[src/rtl/alu_result_rob_pkg.sv]
// Shared types and defaults for the ALU result reorder stage.
package def;

    localparam int result_width = 32;
    localparam int tag_width    = 4;
    localparam int ROB_DEPTH    = 2**tag_width;

    typedef enum logic [1:0] {
        FREE = 2'd0,
        PEND = 2'd1,
        DONE = 2'd2
    } rob_state_t;

    typedef struct packed {
        logic [result_width-1:0] result;
        logic                    error;
    } rob_entry_t;

endpackage

[src/rtl/alu_result_rob_tag_order_fifo.sv]
// Circular FIFO of issued tags; exposes the head and the entry behind it so the
// owner can look one pop ahead when building registered outputs.
module tag_order_fifo
    import def::*;
#(
    parameter int TAG_W = tag_width
) (
    input  logic             clk,
    input  logic             reset,
    input  logic             push_i,
    input  logic [TAG_W-1:0] push_tag_i,
    input  logic             pop_i,
    output logic [TAG_W-1:0] head_o,
    output logic [TAG_W-1:0] second_o,
    output logic             full_o,
    output logic             empty_o,
    output logic [TAG_W:0]   count_o
);

    localparam int DEPTH = 2**TAG_W;

    logic [TAG_W-1:0] mem_q [DEPTH];
    logic [TAG_W-1:0] wr_ptr_q, wr_ptr_d;
    logic [TAG_W-1:0] rd_ptr_q, rd_ptr_d;
    logic [TAG_W:0]   count_q, count_d;
    logic             push_s, pop_s;

    // Pointer and count next-state; a push while full is dropped (the owner never does it).
    always_comb begin
        full_o   = (count_q == (TAG_W+1)'(DEPTH));
        empty_o  = (count_q == (TAG_W+1)'(0));
        push_s   = push_i & ~full_o;
        pop_s    = pop_i & ~empty_o;
        wr_ptr_d = push_s ? (wr_ptr_q + TAG_W'(1)) : wr_ptr_q;
        rd_ptr_d = pop_s ? (rd_ptr_q + TAG_W'(1)) : rd_ptr_q;
        count_d  = count_q + (TAG_W+1)'(push_s) - (TAG_W+1)'(pop_s);
        head_o   = mem_q[rd_ptr_q];
        second_o = mem_q[rd_ptr_q + TAG_W'(1)];
        count_o  = count_q;
    end

    // Pointer and count registers.
    always_ff @(posedge clk or posedge reset) begin
        if (reset) begin
            wr_ptr_q <= TAG_W'(0);
            rd_ptr_q <= TAG_W'(0);
            count_q  <= (TAG_W+1)'(0);
        end else begin
            wr_ptr_q <= wr_ptr_d;
            rd_ptr_q <= rd_ptr_d;
            count_q  <= count_d;
        end
    end

    // Tag storage; contents are only meaningful between the pointers.
    always_ff @(posedge clk) begin
        if (push_s) begin
            mem_q[wr_ptr_q] <= push_tag_i;
        end
    end

endmodule

[src/rtl/alu_result_rob.sv]
// Reorders out-of-order ALU completions back into issue order for writeback,
// flagging tag protocol violations in a sticky error bit.
module alu_result_rob
    import def::*;
#(
    parameter int RESULT_W = result_width,
    parameter int TAG_W    = tag_width
) (
    input  logic                clk,
    input  logic                reset,
    input  logic                issue_valid,
    input  logic [TAG_W-1:0]    issue_tag,
    output logic                issue_ready,
    input  logic                cmp_valid,
    input  logic [TAG_W-1:0]    cmp_tag,
    input  logic [RESULT_W-1:0] cmp_result,
    input  logic                cmp_error,
    output logic                out_valid,
    input  logic                out_ready,
    output logic [TAG_W-1:0]    out_tag,
    output logic [RESULT_W-1:0] out_result,
    output logic                out_error,
    output logic [TAG_W:0]      occupancy,
    output logic                proto_err
);

    localparam int DEPTH = 2**TAG_W;

    typedef struct packed {
        logic [RESULT_W-1:0] result;
        logic                error;
    } entry_t;

    rob_state_t state_q [DEPTH];
    rob_state_t state_d [DEPTH];
    entry_t     entry_q [DEPTH];
    entry_t     entry_d [DEPTH];

    logic                out_valid_q, out_valid_d;
    logic [TAG_W-1:0]    out_tag_q, out_tag_d;
    logic [RESULT_W-1:0] out_result_q, out_result_d;
    logic                out_error_q, out_error_d;
    logic                proto_err_q, proto_err_d;

    logic             retire_s, tag_free_s, issue_ok_s, issue_bad_s, cmp_ok_s, cmp_bad_s;
    logic [TAG_W-1:0] head_s, second_s, head_next_s;
    logic [TAG_W:0]   count_s, count_next_s;
    logic             full_s, empty_s;

    tag_order_fifo #(.TAG_W(TAG_W)) u_order (
        .clk        (clk),
        .reset      (reset),
        .push_i     (issue_ok_s),
        .push_tag_i (issue_tag),
        .pop_i      (retire_s),
        .head_o     (head_s),
        .second_o   (second_s),
        .full_o     (full_s),
        .empty_o    (empty_s),
        .count_o    (count_s)
    );

    assign issue_ready = ~full_s;
    assign retire_s    = out_valid_q & out_ready;
    assign occupancy   = count_s;
    assign out_valid   = out_valid_q;
    assign out_tag     = out_tag_q;
    assign out_result  = out_result_q;
    assign out_error   = out_error_q;
    assign proto_err   = proto_err_q;

    // Classify this cycle's issue and completion; a tag retiring now counts as free.
    always_comb begin
        tag_free_s  = (state_q[issue_tag] == FREE) | (retire_s & (issue_tag == head_s));
        issue_ok_s  = issue_valid & issue_ready & tag_free_s;
        issue_bad_s = issue_valid & issue_ready & ~tag_free_s;
        cmp_ok_s    = cmp_valid & (state_q[cmp_tag] == PEND);
        cmp_bad_s   = cmp_valid & ~cmp_ok_s;
        proto_err_d = proto_err_q | issue_bad_s | cmp_bad_s;
    end

    // Per-tag state machine next-state; issue has priority over the retire of the same tag.
    always_comb begin
        state_d = state_q;
        entry_d = entry_q;
        for (int t = 0; t < DEPTH; t++) begin
            if (issue_ok_s && (issue_tag == TAG_W'(t))) begin
                state_d[t] = PEND;
                entry_d[t] = entry_q[t];
            end else if (cmp_ok_s && (cmp_tag == TAG_W'(t))) begin
                state_d[t] = DONE;
                entry_d[t] = '{result: cmp_result, error: cmp_error};
            end else if (retire_s && (head_s == TAG_W'(t))) begin
                state_d[t] = FREE;
                entry_d[t] = entry_q[t];
            end else begin
                state_d[t] = state_q[t];
                entry_d[t] = entry_q[t];
            end
        end
    end

    // Look ahead to next cycle's FIFO head so the output registers carry no extra latency.
    always_comb begin
        count_next_s = count_s + (TAG_W+1)'(issue_ok_s) - (TAG_W+1)'(retire_s);
        if (retire_s) begin
            head_next_s = (count_s > (TAG_W+1)'(1)) ? second_s : issue_tag;
        end else begin
            head_next_s = empty_s ? issue_tag : head_s;
        end
        out_valid_d = (count_next_s != (TAG_W+1)'(0)) && (state_d[head_next_s] == DONE);
        if (out_valid_d) begin
            out_tag_d    = head_next_s;
            out_result_d = entry_d[head_next_s].result;
            out_error_d  = entry_d[head_next_s].error;
        end else begin
            out_tag_d    = out_tag_q;
            out_result_d = out_result_q;
            out_error_d  = out_error_q;
        end
    end

    // Per-tag state and result storage registers.
    always_ff @(posedge clk or posedge reset) begin
        if (reset) begin
            for (int t = 0; t < DEPTH; t++) begin
                state_q[t] <= FREE;
                entry_q[t] <= '{result: RESULT_W'(0), error: 1'b0};
            end
        end else begin
            state_q <= state_d;
            entry_q <= entry_d;
        end
    end

    // Output and sticky error registers.
    always_ff @(posedge clk or posedge reset) begin
        if (reset) begin
            out_valid_q  <= 1'b0;
            out_tag_q    <= TAG_W'(0);
            out_result_q <= RESULT_W'(0);
            out_error_q  <= 1'b0;
            proto_err_q  <= 1'b0;
        end else begin
            out_valid_q  <= out_valid_d;
            out_tag_q    <= out_tag_d;
            out_result_q <= out_result_d;
            out_error_q  <= out_error_d;
            proto_err_q  <= proto_err_d;
        end
    end

endmodule
[config.mk]
export PLATFORM = sky130hd
export DESIGN_NAME = alu_result_rob
export DESIGN_NICKNAME = d
export VERILOG_FILES = /design/src/rtl/alu_result_rob_pkg.sv /design/src/rtl/alu_result_rob_tag_order_fifo.sv /design/src/rtl/alu_result_rob.sv
export SDC_FILE = /design/constraint.sdc
export NUM_CORES = 2
export LEC_CHECK = 0
export CORE_MARGIN = 3
export CORE_UTILIZATION = 70
export CTS_BUF_LIST = sky130_fd_sc_hd__clkbuf_8
export DETAILED_ROUTE_END_ITERATION = 8
export HOLD_SLACK_MARGIN = 0.02
export MAX_ROUTING_LAYER = met4
export PLACE_DENSITY = 0.89
export REMOVE_ABC_BUFFERS = 1
export SYNTH_ARGS = -nofsm -noshare
export SYNTH_HDL_FRONTEND = slang
export SYNTH_SLANG_ARGS = --single-unit
[constraint.sdc]
create_clock -name clk -period 42 [get_ports clk]
set_input_delay 6.3 -clock clk [delete_from_list [all_inputs] [get_ports clk]]
set_output_delay 6.3 -clock clk [all_outputs]
set_load 0.005 [all_outputs]
==> metrics.yaml <==
routing:
  wirelength_mm: 115.3
  drc: 0
  post_drt_wl_per_cell_um: 29.87
  num_vias: 29010
  first_pass_iters: 8
  vias_per_cell: 7.512
  postRouteAntennaNets: 0
  drt_first_iter_violations: 3911
pwr:
  ir_drop_mv: 0.08676
  combPwrFrac_pct: 55.4
  p_int_mw: 1.890
  power_switching_mw: 1.568
  p_seq_share_pct: 27.7
  power_density_nw_per_um2: 89.74
  power.share.switching_pct: 45.35
  totalPowerFinal_mw: 3.458
  leakagePower_nw: 16.92
  clkPwrFrac_pct: 16.9
finish:
  final_nets: 3178
  layout_commonest_cell: "dfrtp_1"
  drive_gt1_share_pct: 22.43
  area_growth_syn_to_layout_pct: 9.392
  post-route-util_pct: 78.07
  num-fill-cells: 2848
  final_cell_mix: "dfrtp_1, mux2_2, nand3_1"
clock_network:
  clk_pin_slew_ns: 0.07
  numCtsBuffers: 107
  clock_latency_ns: 0.74
  cts_tree: "done"
  clock_path_buffers: 3
  h-tree-depth: 3
  holdBufCountCts: 0
  cts.sinks: 676
  ctsResizeCount: 0
  cts_setup_buffers: 0
  cts_root_buf: "clkbuf_8"
setup_path:
  rr_startpoint: "u_order.rd_ptr_q[0]$_DFFE_PP0P_"
  critPathLaunch: "issue_tag[1]"
  start_kind: "primary input"
  cp.arrival_ns: 12.50
  r2r_end: "out_tag[2]$_DFFE_PP0P_"
  cp_cell_sequence: "clkdlybuf4s50_1, buf_4, clkinv_1, mux4_2, a221o_1, o22ai_1, ha_1, inv_1, fa_1, nor2_1, nor2_1, nor2_1, nor2_1, xnor2_1, nand3_1, nand2_1, o32ai_1, o32ai_1, a32oi_4, buf_4, mux2_2"
  critPathMaxStageDelay_ns: 0.78
  required_ns: 42.61
  critPathCapture: "out_tag[2]$_DFFE_PP0P_"
  crit_path_frequent_cell: "nor2_1"
  critPathMaxFanout: 27
  r2r_slack_ns: 35.07
  crit_slowest_cell: "a32oi_4"
  path_class: "in2reg"
  reg2regPathDepth: 22
  cp-end-kind: "flop"
global_routing:
  antenna_found_initial: 3
  grt_pass1_vias: 29890
  track_usage_pct: 44.89
  busiest_layer: "met2"
  grt_use_met2_pct: 66.21
  grt_start_max_net_pins: 127
  met1_usage_pct: 58.34
  grt_pass1_wl_mm: 177.3
  use_met3_pct: 11.36
  grt_overflow: 0
synthesis:
  synthAdderAreaFrac_pct: 0.6820
  synth-compound-area-share_pct: 9.932
  async_reset_ff_share_pct: 90.53
  synthSimpleGateAreaFrac_pct: 15.41
  synth_cells: 3170
  ys_warn_count: 0
  synth_top_flop_cell: "dfrtp_1"
  synth-edff-count: 64
  ys_types: 91
  synth_top_family_by_area: "multiplexers"
  synth_mux_area_share_pct: 19.92
  synth-seq-area-share_pct: 48.94
  syn-cell-area_um2: 35220
  ys_ff_latch: 676
  syn_avg_cell_area_um2: 11.11
  yosys.area_share.xor_xnor_pct: 0.4405
floorplanning:
  io-pin-count: 91
  start_util_pct: 71.36
  fp.dieH_um: 230.3
  rows: 81
  dieArea_um2: 53050
  core_area_um2: 49360
  die_w_um: 230.3
timing:
  fmax_mhz: 84.15
  fin_ws_ns: 30.12
  hold_violations: 0
  period_needed_ns: 11.88
  grt_setup_unrepaired: "false"
  clock_skew_ns: 0.03349
  setup_violations: 0
  slew_viol_final: 0
  fin_setup_tns_ns: 0
  fin_crit_sh_pct: 28.30
  worst_pin_slew_ns: 1.356
  slew_headroom_pct: 8.669
placement:
  io_buffers: 90
  dp_hpwl_mm: 66.55
  pre_cts_ws_ns: 29.57
  finalWeightedCongestion: 1.009
hold_path:
  whs_path_depth: 2
  worstHoldPathType: "reg2reg"
outcome:
  status: "complete, no violations"
job:
  cap_violations: 0
==> power groups by stage <==
stage	clock (mW)	sequential, mW	combinational [mW]
floorplan	0	0.937	1.19
global route	0.614	0.972	2.01
global placement	0	0.948	1.73
finish	0.584	0.957	1.92
detailed placement	0	0.961	1.80
CTS	0.585	0.953	1.85
==> metrics by stage <==
| stage | hold WS (ns) | cells | cell area [um2] |
|---|---|---|---|
| floorplan | 0.4473 | 2845 | 33840 |
| global placement | 0.4594 | 3669 | 36310 |
| detailed placement | 0.4694 | 3669 | 36310 |
| CTS | 0.4839 | 3861 | 38530 |
| global route | 0.4980 | 3861 | 38530 |
| finish | 0.4784 | 3862 | 38530 |
==> worst max-delay path: cells and delay by family <==
kind	cells	cell delay, ns
adders and majority gates	2	0.63
buffers and inverters	5	1.82
AOI/OAI and AO/OA	5	1.89
muxes	2	0.96
and+or+nand+nor	6	0.70
xor gates and xnor gates	1	0.13
==> registers in the layout (all words and copies together), names as in the netlist <==
register	count
entry_q	528
out_error	1
out_result	32
out_tag	4
out_valid	1
proto_err	1
state_q	32
u_order.count_o	5
u_order.mem_q	64
u_order.rd_ptr_q	4
u_order.wr_ptr_q	4
==> per-layer routing <==
metal | vias to the layer above | routed length, um | part of all wire, %
met4 | 0 | 6241 | 5.4
met3 | 567 | 13660 | 12
li1 | 11780 | - | -
met5 | - | 0 | 0
met2 | 2211 | 52050 | 45
met1 | 14460 | 43390 | 38
==> how the worst min path moves through the flow <==
stage | start | end | slack (ns)
global placement | entry_q[321]$_DFF_PP0_ | entry_q[321]$_DFF_PP0_ | 0.46
detailed placement | entry_q[305]$_DFF_PP0_ | entry_q[305]$_DFF_PP0_ | 0.47
finish | entry_q[305]$_DFF_PP0_ | entry_q[305]$_DFF_PP0_ | 0.48
global route | entry_q[299]$_DFF_PP0_ | entry_q[299]$_DFF_PP0_ | 0.50
CTS | entry_q[305]$_DFF_PP0_ | entry_q[305]$_DFF_PP0_ | 0.48
floorplan | entry_q[297]$_DFF_PP0_ | entry_q[297]$_DFF_PP0_ | 0.45
==> Yosys cell counts, types with 64 or more instances <==
cell type / count / area share [%]
dfrtp_1: 612 / 43
mux2_2: 401 / 13
clkbuf_1: 242 / 2.6
nand3_1: 202 / 2.9
nor4_1: 187 / 3.3
mux2i_1: 158 / 4.5
nand2_1: 143 / 1.5
o21ai_0: 130 / 1.8
nor2_1: 119 / 1.3
nand4_1: 78 / 1.4
nand2b_1: 75 / 1.3
inv_1: 71 / 0.76
edfxtp_1: 64 / 5.5
==> cell families after synthesis <==
group / after synthesis
xor+xnor: 16
buf+inv: 397
compound gates: 463
simple gates: 985
flops: 676
fa+ha+maj: 18
mux: 615
==> final cells by class <==
type                            instances  area (um2)  share of cell area (%)
Sequential cell                       676       17240                   44.73
Tap cell                              664       830.8                   2.156
Multi-Input combinational cell       2097       16540                   42.92
Timing Repair Buffer                  160        1426                   3.702
Inverter                               72       277.8                  0.7209
Antenna cell                            1       2.502                0.006495
Clock buffer                          134        1844                   4.786
Clock inverter                         58       376.6                  0.9774
(Power assumes the default switching activity.)
